File: config.mk
export PLATFORM = sky130hd
export DESIGN_NAME = instr_prefetch_queue
export DESIGN_NICKNAME = d
export VERILOG_FILES = /design/src/rtl/riscv_pipe_pkg.sv /design/src/rtl/ipq_fifo.sv /design/src/rtl/instr_prefetch_queue.sv
export SDC_FILE = /design/constraint.sdc
export NUM_CORES = 1
export LEC_CHECK = 0
export CAP_MARGIN = 10
export CORE_UTILIZATION = 61
export DETAILED_ROUTE_END_ITERATION = 10
export PLACE_DENSITY = 0.86
export SYNTH_ARGS = -nofsm -noshare
export SYNTH_HDL_FRONTEND = slang
export SYNTH_SLANG_ARGS = --single-unit
File: constraint.sdc
create_clock -name clk -period 8.1 [get_ports clk]
set_input_delay 2.43 -clock clk [delete_from_list [all_inputs] [get_ports clk]]
set_output_delay 2.43 -clock clk [all_outputs]
set_load 0.05 [all_outputs]
File: src/rtl/riscv_pipe_pkg.sv
// riscv_pipe_pkg -- shared types and defaults for the instruction fetch path.
//   ipq_state_e : prefetch queue control states (BOOT, RUN, FLUSH)
//   IPQ_DEPTH / IPQ_PC_W / IPQ_RESET_PC : default queue geometry and boot PC
package riscv_pipe_pkg;

  typedef enum logic [1:0] {
    IPQ_BOOT  = 2'd0,
    IPQ_RUN   = 2'd1,
    IPQ_FLUSH = 2'd2
  } ipq_state_e;

  localparam int IPQ_DEPTH    = 4;
  localparam int IPQ_PC_W     = 12;
  localparam int IPQ_RESET_PC = 0;

endpackage

File: src/rtl/ipq_fifo.sv
// ipq_fifo -- instruction/PC storage for the prefetch queue.
//   clk, rst_n      : clock, async active-low reset (storage cleared too so the
//                     head reads as zero out of reset)
//   i_clr           : synchronous flush, wins over push/pop
//   i_push, i_instr, i_pc : write tail entry
//   i_pop           : retire head entry (caller guarantees non-empty)
//   o_instr, o_pc   : head entry
//   o_count, o_empty: occupancy
module ipq_fifo
  import riscv_pipe_pkg::*;
#(
  parameter int DEPTH = IPQ_DEPTH,
  parameter int PC_W  = IPQ_PC_W
)(
  input  logic                       clk,
  input  logic                       rst_n,
  input  logic                       i_clr,
  input  logic                       i_push,
  input  logic [31:0]                i_instr,
  input  logic [PC_W-1:0]            i_pc,
  input  logic                       i_pop,
  output logic [31:0]                o_instr,
  output logic [PC_W-1:0]            o_pc,
  output logic [$clog2(DEPTH+1)-1:0] o_count,
  output logic                       o_empty
);

  localparam int AW = $clog2(DEPTH);
  localparam int CW = $clog2(DEPTH+1);

  logic [31:0]     r_instr [DEPTH];
  logic [PC_W-1:0] r_pc    [DEPTH];
  logic [AW-1:0]   r_wr, r_rd;
  logic [CW-1:0]   r_cnt;

  // DEPTH is a power of two, so the pointers wrap by overflow.
  always_ff @(posedge clk or negedge rst_n) begin
    if (!rst_n) begin
      r_wr  <= '0;
      r_rd  <= '0;
      r_cnt <= '0;
      for (int i = 0; i < DEPTH; i++) begin
        r_instr[i] <= '0;
        r_pc[i]    <= '0;
      end
    end else if (i_clr) begin
      r_wr  <= '0;
      r_rd  <= '0;
      r_cnt <= '0;
    end else begin
      if (i_push) begin
        r_instr[r_wr] <= i_instr;
        r_pc[r_wr]    <= i_pc;
        r_wr          <= r_wr + AW'(1);
      end
      if (i_pop) r_rd <= r_rd + AW'(1);
      case ({i_push, i_pop})
        2'b10:   r_cnt <= r_cnt + CW'(1);
        2'b01:   r_cnt <= r_cnt - CW'(1);
        default: r_cnt <= r_cnt;
      endcase
    end
  end

  assign o_instr = r_instr[r_rd];
  assign o_pc    = r_pc[r_rd];
  assign o_count = r_cnt;
  assign o_empty = (r_cnt == '0);

endmodule

File: src/rtl/instr_prefetch_queue.sv
// instr_prefetch_queue -- sequential instruction prefetcher with branch flush.
// Issues word-aligned fetches while queued + in-flight words fit in DEPTH,
// queues returned words with their PC, and on a taken branch drops the queue
// and every response still in flight.
//   clk, rst_n                 : clock, async active-low reset
//   req_valid/req_addr/req_ready : fetch request to instruction memory
//   resp_valid/resp_data       : in-order responses from memory
//   redirect/redirect_pc       : taken branch and its target
//   out_valid/out_instr/out_pc/out_ready : head entry toward fetch/decode
// Optional (macro IPQ_PERF_CNT_EN): perf_empty_cnt, perf_flush_cnt,
//   16-bit saturating counters of starved cycles and redirects.
module instr_prefetch_queue
  import riscv_pipe_pkg::*;
#(
  parameter int              DEPTH    = IPQ_DEPTH,
  parameter int              PC_W     = IPQ_PC_W,
  parameter logic [PC_W-1:0] RESET_PC = PC_W'(IPQ_RESET_PC)
)(
  input  logic            clk,
  input  logic            rst_n,
  output logic            req_valid,
  output logic [PC_W-1:0] req_addr,
  input  logic            req_ready,
  input  logic            resp_valid,
  input  logic [31:0]     resp_data,
  input  logic            redirect,
  input  logic [PC_W-1:0] redirect_pc,
  output logic            out_valid,
  output logic [31:0]     out_instr,
  output logic [PC_W-1:0] out_pc,
  input  logic            out_ready
`ifdef IPQ_PERF_CNT_EN
  ,
  output logic [15:0]     perf_empty_cnt,
  output logic [15:0]     perf_flush_cnt
`endif
);

  localparam int            CW       = $clog2(DEPTH+1);
  localparam logic [CW:0]   LP_DEPTH = DEPTH[CW:0];

  ipq_state_e      r_state;
  logic [PC_W-1:0] r_pc;
  logic [CW-1:0]   r_out;     // requests accepted, response not yet seen
  logic [CW-1:0]   r_drop;    // stale responses still to discard

  logic [CW-1:0]   w_occ;
  logic            w_empty;
  logic [CW:0]     w_inflight;
  logic            w_acc, w_resp_cnt, w_push, w_pop;
  logic [CW-1:0]   w_out_nxt;
  logic [PC_W-1:0] w_resp_pc;

  assign w_inflight = {1'b0, w_occ} + {1'b0, r_out};
  assign req_valid  = (r_state == IPQ_RUN) && (w_inflight < LP_DEPTH);
  assign req_addr   = r_pc;
  assign w_acc      = req_valid && req_ready;

  // With outstanding at zero a response can only belong to a request issued
  // before reset, so it is dropped without touching the counters.
  assign w_resp_cnt = resp_valid && (r_out != '0);
  assign w_push     = w_resp_cnt && !redirect && (r_state == IPQ_RUN);
  assign w_pop      = out_valid && out_ready && !redirect;
  assign w_out_nxt  = r_out + CW'(w_acc) - CW'(w_resp_cnt);

  // In RUN every in-flight request is part of the current sequential run
  // ending at r_pc-4, so the oldest one sits at r_pc - 4*outstanding.
  assign w_resp_pc  = r_pc - PC_W'({r_out, 2'b00});

  always_ff @(posedge clk or negedge rst_n) begin
    if (!rst_n) begin
      r_state <= IPQ_BOOT;
      r_pc    <= RESET_PC;
      r_out   <= '0;
      r_drop  <= '0;
    end else begin
      r_out <= w_out_nxt;
      if (redirect) begin
        // A request accepted this cycle and a coincident response are both
        // stale; w_out_nxt already folds them in.
        r_pc    <= redirect_pc;
        r_drop  <= w_out_nxt;
        r_state <= (w_out_nxt != '0) ? IPQ_FLUSH : IPQ_RUN;
      end else begin
        case (r_state)
          IPQ_BOOT: r_state <= IPQ_RUN;
          IPQ_RUN:  if (w_acc) r_pc <= r_pc + PC_W'(4);
          IPQ_FLUSH: begin
            if (resp_valid && r_drop != '0) r_drop <= r_drop - CW'(1);
            if (r_drop == '0 || (resp_valid && r_drop == CW'(1)))
              r_state <= IPQ_RUN;
          end
          default:  r_state <= IPQ_BOOT;
        endcase
      end
    end
  end

  ipq_fifo #(.DEPTH(DEPTH), .PC_W(PC_W)) u_fifo (
    .clk     (clk),
    .rst_n   (rst_n),
    .i_clr   (redirect),
    .i_push  (w_push),
    .i_instr (resp_data),
    .i_pc    (w_resp_pc),
    .i_pop   (w_pop),
    .o_instr (out_instr),
    .o_pc    (out_pc),
    .o_count (w_occ),
    .o_empty (w_empty)
  );

  assign out_valid = !w_empty;

`ifdef IPQ_PERF_CNT_EN
  logic [15:0] r_perf_empty, r_perf_flush;

  always_ff @(posedge clk or negedge rst_n) begin
    if (!rst_n) begin
      r_perf_empty <= '0;
      r_perf_flush <= '0;
    end else begin
      if (out_ready && !out_valid && r_perf_empty != 16'hFFFF)
        r_perf_empty <= r_perf_empty + 16'd1;
      if (redirect && r_perf_flush != 16'hFFFF)
        r_perf_flush <= r_perf_flush + 16'd1;
    end
  end

  assign perf_empty_cnt = r_perf_empty;
  assign perf_flush_cnt = r_perf_flush;
`endif

endmodule

==> metrics.cfg, run 1 <==
[outcome]
outcome = complete, no violations

[die]
fp.coreArea_um2 = 15150
rows = 45
fp.dieW_um = 126.3
dieArea_um2 = 15950
die_height_um = 126.3
initial_utilization = 0.6221
io_pins = 108

[min_path]
min_from = u_fifo.r_pc[13]
hold_class = reg -> reg

[grt]
grtUsageTotal = 0.2555
grt_first_pass_wirelength_um = 32000
grt_max_degree = 99
antenna_found_initial = 0
grt_pass1_vias = 6165
grt_overflow = 0

[cells_and_area]
final_area_um2 = 11230
layout_commonest_cell = dfrtp_1
diodes = 0
fin_nets = 811
utilization = 0.7417
drive_gt1_frac = 0.3250
layout.cells.most_common_list = dfrtp_1 (201), mux2_2 (154), clkdlybuf4s50_1 (106), mux4_2 (44), nand2_1 (24)
area_growth_pct = 19.23
fillers = 911

[detailed_routing]
antenna_left = 0
drc = 0
drt_wl_total_um = 19430
wl_per_cell_um = 20.56
firstDrtPassIters = 5
num_vias = 5779
drt_iter0_markers = 331
vias_per_cell = 6.115

[power_and_ir_drop]
p_sw_frac = 0.3869
seq_power_share = 0.358
power.density_nw_per_um2 = 381.0
power_frac_comb = 0.439
ir_drop_mv = 0.2452
p_int_w = 0.002624
power_frac_clock = 0.203
switching_power_w = 0.001656
p_leak_nw = 5.031

[critical_path]
r2r-start = r_out[2]
cpMaxStageDelayCell = dfrtp_4
worstPathArrival_ps = 2950
cp_top_family = flip-flops
crit_buf_inv = 1
max_stage_delay_ps = 1060
crit_path_start_kind = flop
endpoint_kind = primary output
crit_fanout = 46
required_ps = 5670
path_class = reg -> out
critPathLaunch = u_fifo.r_rd[0]
cp_cell_sequence = mux4_2 > clkdlybuf4s50_1

[timing]
slew_violations = 0
finalSetupTns_ps = 0
rsz0062_at_grt = false
relSlewSlack = 0.3638
clock_skew_ps = 13.29
tightestPinTransition_ps = 954.3
finalSetupViolCount = 0
fin_crit_sh = 0.6641
hold_viol_final = 0
fin_crit_ps = 5379
fmax_ghz = 0.1859

[placement]
hpwl_um = 12360
dpl_cell_area_um2 = 10620
gp_congestion = 0.8400
portBuffers = 107

[synthesis]
synth.distinct_cells = 45
netlist_area_um2 = 9422
ys_seq_area_frac = 0.5392
syn_nets = 711
async_reset_ff_frac = 1.000
synth_edf_count = 0
synth_ff_type = dfrtp_1
synth_area_per_cell_um2 = 14.65
postSynthCellCount = 643
yosysWarnings = 0
ys_seq_elements = 203

[clock_tree]
cts.sinks = 203
cts_hold_buf = 0
insertion_delay_ps = 480
cts_tree = done
cts_root_buffer = clkbuf_16
cts_buffer_depth = 3
ctsResizeCount = 0
clk_transition_reported_paths_ps = 60
htree_levels = 1
cts_buffers = 20
post-cts-setup-buffer-count = 0

[job]
cap_viol_max_count = 0

sequential cells by signal (all words and copies together), names as in the netlist:
| signal | flops |
|---|---|
| req_addr | 12 |
| r_out | 3 |
| r_drop | 3 |
| u_fifo.r_instr | 128 |
| u_fifo.r_wr | 2 |
| u_fifo.r_rd | 2 |
| r_state | 2 |
| u_fifo.o_count | 3 |
| u_fifo.r_pc | 48 |
synthesized netlist by cell type (3+ instances only):
library cell	instances	area, um^2
dfrtp_1	203	5080
mux2_2	154	1734
mux4_2	44	991.0
nand2_1	24	90.09
o21ai_0	22	110.1
buf_2	21	105.1
nor2_1	20	75.07
inv_1	18	67.56
ha_1	15	187.7
a31oi_1	13	81.33
mux2_1	11	123.9
clkbuf_1	10	37.54
nand2b_1	10	62.56
xnor2_1	7	61.31
o31ai_1	6	45.04
xor2_1	6	52.55
nand3_1	5	25.02
or4_1	5	37.54
nor3_4	4	65.06
o211ai_1	4	30.03
and3_1	3	18.77
fa_1	3	60.06
mux2i_1	3	30.03
nand4_1	3	18.77
nor2b_1	3	18.77
nor3_1	3	15.01
or3_1	3	18.77
layout make-up:
| cell class | instances | area, um^2 | share of cell area |
|---|---|---|---|
| Sequential cell | 203 | 5085 | 0.4527 |
| Clock buffer | 31 | 593.1 | 0.05280 |
| Multi-Input combinational cell | 385 | 4093 | 0.3643 |
| Clock inverter | 5 | 25.02 | 0.002228 |
| Tap cell | 188 | 235.2 | 0.02094 |
| Timing Repair Buffer | 115 | 1135 | 0.1010 |
| Inverter | 18 | 67.56 | 0.006015 |
metal layers:
layer  wire, um  global-route usage
met5          0                   0
met4        289             0.06378
met3        852             0.03101
met2       9898              0.4433
met1       8386              0.3464
power groups by stage:
stage | Clock (W) | Combinational, W | Sequential (W)
6_report | 0.000868 | 0.00188 | 0.00153
5_1_grt | 0.000930 | 0.00197 | 0.00158
4_1_cts | 0.000885 | 0.00189 | 0.00153
3_5_place_dp | 0 | 0.00188 | 0.00155
3_3_place_gp | 0 | 0.00183 | 0.00152
2_1_floorplan | 0 | 0.00141 | 0.00144
worst paths after layout:
path	endpoint	slack, ps	cells after the start
worst min-delay path	u_fifo.r_pc[13]	480	1
worst min register to register	u_fifo.r_pc[13]	480	1
max in group asynchronous	u_fifo.r_instr[97]	4850	2
worst max-delay path	out_pc[4]	2720	2
worst max register to register	r_state[0]	4500	11
min in group asynchronous	u_fifo.r_instr[52]	2030	1
kinds of logic (layout without fill, tap and decap cells):
group                      count (synthesis)  count (layout)  share of synthesized area
muxes                                    212             212                     0.3056
DFF                                      203             203                     0.5392
and+or+nand+nor                           92              92                    0.05604
buffers and inverters                     55             169                    0.02643
AOI/OAI and AO/OA                         49              49                    0.03201
adders and majority gates                 18              18                    0.02630
xor gates and xnor gates                  14              14                    0.01448
per-stage QoR:
stage	std cells	setup slack [ps]	hold WS [ps]	total power (W)
after floorplan	643	3514	451.6	0.002843
after global placement	909	2660	463.0	0.003353
after detailed placement	909	2571	468.7	0.003428
after CTS	945	2654	482.5	0.004313
after global routing	945	2547	500.4	0.004482
final	945	2721	482.3	0.004280
worst reg2reg max path: stages, from the launching register on:
cell	delay (ps)
dfrtp_1	430
ha_1	310
nor3_1	470
nand3_1	420
ha_1	410
inv_1	40
ha_1	180
fa_1	360
xnor3_1	400
nor3_1	150
o21ai_0	130
a31oi_1	210
Power figures use the tool's default switching activity.
==> inputs of run 2 (changes only) <==
--- a/config.mk
+++ b/config.mk
@@ -6,9 +6,9 @@
 export NUM_CORES = 1
 export LEC_CHECK = 0
 export CAP_MARGIN = 10
-export CORE_UTILIZATION = 61
+export CORE_UTILIZATION = 56
 export DETAILED_ROUTE_END_ITERATION = 10
-export PLACE_DENSITY = 0.86
+export PLACE_DENSITY = 0.8
 export SYNTH_ARGS = -nofsm -noshare
 export SYNTH_HDL_FRONTEND = slang
 export SYNTH_SLANG_ARGS = --single-unit
==> constraint.sdc (replaced) <==
create_clock -name clk -period 5.2 [get_ports clk]
set_input_delay 1.56 -clock clk [delete_from_list [all_inputs] [get_ports clk]]
set_output_delay 1.56 -clock clk [all_outputs]
set_load 0.05 [all_outputs]
==> run 2 against run 1 <==
Final cell count increased by 3.8%. Total power increased by 61%. Sequential cell count unchanged. Worst setup slack got worse by 2000 ps. Sequential share of layout area decreased by 0.79 points. Die area increased by 8.8%. Global-route usage decreased by 1.7 points. Non-clock buffer count unchanged. Critical endpoint is now out_pc[2].
==> metrics.cfg, run 2 (synthesis results as in run 1) <==
[outcome]
outcome = complete, no violations  ; unchanged

[detailed_routing]
drt_iter0_markers = 356  ; was 331
wl_per_cell_um = 19.90  ; was 20.56 um
firstDrtPassIters = 4  ; was 5
drt_wl_total_um = 19520  ; was 19430 um
drc = 0  ; unchanged
antenna_left = 0  ; unchanged
vias_per_cell = 5.756  ; was 6.115
num_vias = 5647  ; was 5779

[timing]
fmax_ghz = 0.2212
tightestPinTransition_ps = 969.8  ; was 954.3 ps
fin_ws_ps = 679.3  ; was 2721 ps
fin_crit_sh = 0.8694
slew_violations = 0  ; unchanged
finalSetupViolCount = 0  ; unchanged
clock_skew_ps = 15.43  ; was 13.29 ps
rsz0062_at_grt = false  ; unchanged
fin_crit_ps = 4521
whs_ps = 487.3  ; was 482.3 ps
relSlewSlack = 0.3535  ; was 0.3638
hold_viol_final = 0  ; unchanged
finalSetupTns_ps = 0  ; unchanged

[die]
die_height_um = 131.7  ; was 126.3 um
dieArea_um2 = 17350  ; was 15950 um^2
initial_utilization = 0.5702  ; was 0.6221
io_pins = 108  ; unchanged
fp.dieW_um = 131.7  ; was 126.3 um
rows = 47  ; was 45
fp.coreArea_um2 = 16520  ; was 15150 um^2

[grt]
grt_first_pass_wirelength_um = 33020  ; was 32000 um
antenna_found_initial = 0  ; unchanged
grt_pass1_vias = 6413  ; was 6165
grtUsageTotal = 0.2383  ; was 0.2555
grt_max_degree = 109  ; was 99
grt_overflow = 0  ; unchanged

[placement]
dpl_cell_area_um2 = 10680  ; was 10620 um^2
portBuffers = 107  ; unchanged
hpwl_um = 12230  ; was 12360 um
preCtsSetupSlack_ps = 696.5  ; was 2571 ps
post-place-cells = 941  ; was 909
gp_congestion = 0.8187  ; was 0.8400

[cells_and_area]
fin_nets = 813  ; was 811
diodes = 0  ; unchanged
drive_gt1_frac = 0.3325  ; was 0.3250
area_growth_pct = 21.35  ; was 19.23%
final_area_um2 = 11430  ; was 11230 um^2
layout_commonest_cell = dfrtp_1  ; unchanged
layout.cells.most_common_list = dfrtp_1 (201), mux2_2 (154), clkdlybuf4s50_1 (106), mux4_2 (44), nand2_1 (24)  ; unchanged
largest_reg_flops = 128  ; unchanged
regMostFlops = u_fifo.r_instr  ; unchanged
finalNonFillerCells = 981  ; was 945

[critical_path]
rrSetupSlack_ps = 1620  ; was 4500 ps
path_class = reg -> out  ; unchanged
endpoint_kind = primary output  ; unchanged
cp_top_family = flip-flops  ; unchanged
crit_fanout = 46  ; unchanged
required_ps = 3640  ; was 5670 ps
r2r-start = r_out[2]  ; unchanged
timing.rr.end = r_state[0]  ; unchanged
max_stage_delay_ps = 1070  ; was 1060 ps
crit_path_start_kind = flop  ; unchanged
path_depth = 2  ; unchanged
worstPathArrival_ps = 2960  ; was 2950 ps
ff2ff_path_depth = 11  ; unchanged
crit_path_end = out_pc[2]  ; was out_pc[4]
cpMaxStageDelayCell = dfrtp_4  ; unchanged
critPathLaunch = u_fifo.r_rd[0]  ; unchanged
cp_cell_sequence = mux4_2 > clkdlybuf4s50_1  ; unchanged
crit_buf_inv = 1  ; unchanged

[clock_tree]
cts_tree = done  ; unchanged
insertion_delay_ps = 490  ; was 480 ps
cts_buffer_depth = 3  ; unchanged
clk_transition_reported_paths_ps = 60  ; about the same
cts_hold_buf = 0  ; unchanged
post-cts-setup-buffer-count = 0  ; unchanged
cts.sinks = 203  ; unchanged
htree_levels = 1  ; unchanged
cts_buffers = 22  ; was 20
ctsResizeCount = 0  ; unchanged
cts_root_buffer = clkbuf_16  ; unchanged

[power_and_ir_drop]
p_leak_nw = 5.107  ; was 5.031 nW
ir_drop_mv = 0.4049  ; was 0.2452 mV
power.density_nw_per_um2 = 603.4  ; was 381.0 nW/um^2

[min_path]
hold_class = reg -> reg  ; unchanged
hold_depth = 1  ; unchanged

[job]
cap_viol_max_count = 0  ; unchanged

## run 2: area by class of cell
class	instances	area (um^2)
timing repair buffer	115	1160
sequential	203	5085
fill	1112	5091
multi-input combinational	385	4093
clock buffer	32	659.4
clock inverter	8	93.84
tap	220	275.3
inverter	18	67.56
## run 2: worst reg2reg max path: stages (launching register included)
cell and delay [ps]:
dfrtp_1 430, ha_1 310, nor3_1 470, nand3_1 410
ha_1 400, inv_1 40, ha_1 190, fa_1 360
xnor3_1 410, nor3_1 190, o21ai_0 140, a31oi_1 170
## run 2: how the worst min path moves through the flow
stage,start,end
finish,u_fifo.r_instr[84],u_fifo.r_instr[84]
detailed placement,u_fifo.r_instr[84],u_fifo.r_instr[84]
global placement,u_fifo.r_instr[123],u_fifo.r_instr[123]
global route,u_fifo.r_instr[84],u_fifo.r_instr[84]
floorplan,u_fifo.r_pc[14],u_fifo.r_pc[14]
CTS,u_fifo.r_instr[84],u_fifo.r_instr[84]
## run 2: stage by stage
stage	util	power, W
after global routing	0.6919	0.007225
after detailed placement	0.6463	0.005349
after CTS	0.6919	0.006964
after floorplan	-	0.004428
after global placement	0.6463	0.005214
final	0.6919	0.006899
## run 2: power breakdown
part | switching [W] | leakage (nW) | internal, W
Combinational | 0.00163 | 2.05 | 0.00129
Sequential | 0.000373 | 2.68 | 0.00201
Clock | 0.000606 | 0.376 | 0.000980
## run 2: per-layer routing
layer | GRT usage | vias to the layer above | share of wire | wire length [um]
li1 | - | 2555 | - | -
met2 | 0.4103 | 130 | 0.51 | 9919
met4 | 0.06137 | 0 | 0.017 | 339
met5 | 0 | - | 0 | 0
met1 | 0.3198 | 2932 | 0.44 | 8543
met3 | 0.03395 | 30 | 0.037 | 722
==> inputs of run 3 (changes only) <==
--- a/config.mk
+++ b/config.mk
@@ -9,6 +9,7 @@
 export CORE_UTILIZATION = 56
 export DETAILED_ROUTE_END_ITERATION = 10
 export PLACE_DENSITY = 0.8
+export REMOVE_ABC_BUFFERS = 1
 export SYNTH_ARGS = -nofsm -noshare
 export SYNTH_HDL_FRONTEND = slang
 export SYNTH_SLANG_ARGS = --single-unit
==> constraint.sdc (replaced) <==
create_clock -name clk -period 5.09 [get_ports clk]
set_input_delay 1.527 -clock clk [delete_from_list [all_inputs] [get_ports clk]]
set_output_delay 1.527 -clock clk [all_outputs]
set_load 0.05 [all_outputs]
==> run 3 against run 2 <==
Final cell count is 0.10% higher. Count of clock-buffer cells in the layout increased by 2. Critical path depth is 1 higher. Die area is the same. Total power up 1.6%. Worst hold slack worse by 1.8 ps. Largest power group unchanged.
==> metrics.cfg, run 3 (synthesis results as in run 1) <==
[outcome]
outcome = complete, no violations  ; unchanged

[timing]
rsz0062_at_grt = false  ; unchanged
clock_skew_ps = 16.09  ; was 15.43 ps
fin_crit_sh = 0.8592
hold_viol_final = 0  ; unchanged
fmax_ghz = 0.2286
fin_crit_ps = 4374
finalSetupViolCount = 0  ; unchanged
tightestPinTransition_ps = 1095  ; was 969.8 ps
slew_violations = 0  ; unchanged
relSlewSlack = 0.2702  ; was 0.3535
finalSetupTns_ps = 0  ; unchanged

[placement]
dpl_cell_area_um2 = 10700  ; was 10680 um^2
gp_congestion = 0.8075  ; was 0.8187
portBuffers = 107  ; unchanged
hpwl_um = 12190  ; was 12230 um

[detailed_routing]
drt_iter0_markers = 265  ; was 356
drt_wl_total_um = 19490  ; was 19520 um
antenna_left = 0  ; unchanged
vias_per_cell = 5.819  ; was 5.756
num_vias = 5714  ; was 5647
drc = 0  ; unchanged
wl_per_cell_um = 19.85  ; was 19.90 um
firstDrtPassIters = 7  ; was 4

[clock_tree]
cts_buffer_depth = 3  ; unchanged
cts_buffers = 22  ; unchanged
cts_tree = done  ; unchanged
cts_root_buffer = clkbuf_16  ; unchanged
clk_transition_reported_paths_ps = 60  ; about the same
htree_levels = 1  ; unchanged
cts.sinks = 203  ; unchanged
insertion_delay_ps = 500  ; was 490 ps
cts_hold_buf = 0  ; unchanged
post-cts-setup-buffer-count = 0  ; unchanged
ctsResizeCount = 0  ; unchanged

[die]
dieArea_um2 = 17350  ; unchanged
fp.coreArea_um2 = 16520  ; unchanged
fp.dieW_um = 131.7  ; unchanged
io_pins = 108  ; unchanged
rows = 47  ; unchanged
die_height_um = 131.7  ; unchanged
initial_utilization = 0.5702  ; unchanged

[power_and_ir_drop]
power_frac_comb = 0.436  ; was 0.424
p_int_w = 0.004354  ; was 0.004286 W
switching_power_w = 0.002657  ; was 0.002613 W
power_frac_clock = 0.224  ; was 0.230
ir_drop_mv = 0.4121  ; was 0.4049 mV
seq_power_share = 0.340  ; was 0.346
power.density_nw_per_um2 = 613.6  ; was 603.4 nW/um^2
p_sw_frac = 0.3790  ; was 0.3788
p_leak_nw = 5.095  ; was 5.107 nW

[cells_and_area]
final_area_um2 = 11430  ; about the same
fin_nets = 814  ; was 813
drive_gt1_frac = 0.3281  ; was 0.3325
diodes = 0  ; unchanged
layout.cells.most_common_list = dfrtp_1 (201), mux2_2 (154), clkdlybuf4s50_1 (106), mux4_2 (44), nand2_1 (24)  ; unchanged
layout_commonest_cell = dfrtp_1  ; unchanged
area_growth_pct = 21.29  ; was 21.35%
regMostFlops = u_fifo.r_instr  ; unchanged
largest_reg_flops = 128  ; unchanged

[min_path]
hold_class = reg -> reg  ; unchanged

[critical_path]
required_ps = 3560  ; was 3640 ps
crit_fanout = 24  ; was 46
path_class = reg -> out  ; unchanged
worstPathArrival_ps = 2850  ; was 2960 ps
crit_path_start_kind = flop  ; unchanged
endpoint_kind = primary output  ; unchanged

[job]
cap_viol_max_count = 0  ; unchanged

[grt]
grt_first_pass_wirelength_um = 32730  ; was 33020 um
antenna_found_initial = 0  ; unchanged
grt_overflow = 0  ; unchanged
grt_util_met3 = 0.03974  ; was 0.03395
grt-busiest-layer = met2  ; unchanged
gr-usage-met2 = 0.3998  ; was 0.4103
grtUsageTotal = 0.2366  ; was 0.2383
grtUsageMet1 = 0.3190  ; was 0.3198
grt_max_degree = 137  ; was 109
grt_pass1_vias = 6238  ; was 6413

run 3: cell types whose count changed in the layout (fill, tap and decap cells not counted), sizes merged:
cell    delta
clkbuf     +2
clkinv     -1
inv        -1
buf        +1
run 3: final timing paths:
kind / cells after the start / slack, ps / from / to
min reg2reg: 1 / 490 / u_fifo.r_pc[12] / u_fifo.r_pc[12]
min in group asynchronous: 1 / 1220 / rst_n / u_fifo.r_instr[79]
max in group asynchronous: 2 / 2870 / rst_n / u_fifo.r_instr[78]
min: 1 / 490 / u_fifo.r_pc[12] / u_fifo.r_pc[12]
max reg2reg: 11 / 1460 / r_out[2] / r_state[0]
max: 3 / 720 / u_fifo.r_rd[0] / out_pc[5]
run 3: cell type report:
class	instances	area [um^2]
Timing Repair Buffer	116	1180
Sequential cell	203	5085
Inverter	18	67.56
Tap cell	220	275.3
Clock buffer	34	635.6
Clock inverter	6	91.34
Fill cell	1118	5097
Multi-Input combinational cell	385	4093
run 3: metrics by stage:
step	instances	setup WS, ps	hold WS (ps)	utilization	total power (W)
floorplan	606	888.1	451.6	-	0.004501
global route	982	559.0	516.5	0.6915	0.007362
CTS	982	632.4	490.3	0.6915	0.007082
global placement	942	791.2	463.0	0.6475	0.005348
finish	982	716.5	485.5	0.6915	0.007011
detailed placement	942	644.5	473.2	0.6475	0.005482
run 3: metal layers:
| metal | routed length (um) | part of all wire |
|---|---|---|
| met5 | 0 | 0 |
| met4 | 295 | 0.015 |
| met3 | 877 | 0.045 |
| met2 | 10010 | 0.51 |
| met1 | 8308 | 0.43 |
run 3: worst max-delay path, stage by stage (launching register included):
cell	delay, ps
dfrtp_4	770
buf_12	300
mux4_2	530
clkdlybuf4s50_1	740
run 3: power by group through the flow:
stage / Clock [W] / Combinational [W] / Sequential [W]
finish: 0.00157 / 0.00306 / 0.00238
floorplan: 0 / 0.00213 / 0.00237
detailed placement: 0 / 0.00307 / 0.00241
CTS: 0.00161 / 0.00309 / 0.00239
global placement: 0 / 0.00299 / 0.00236
global route: 0.00168 / 0.00324 / 0.00245
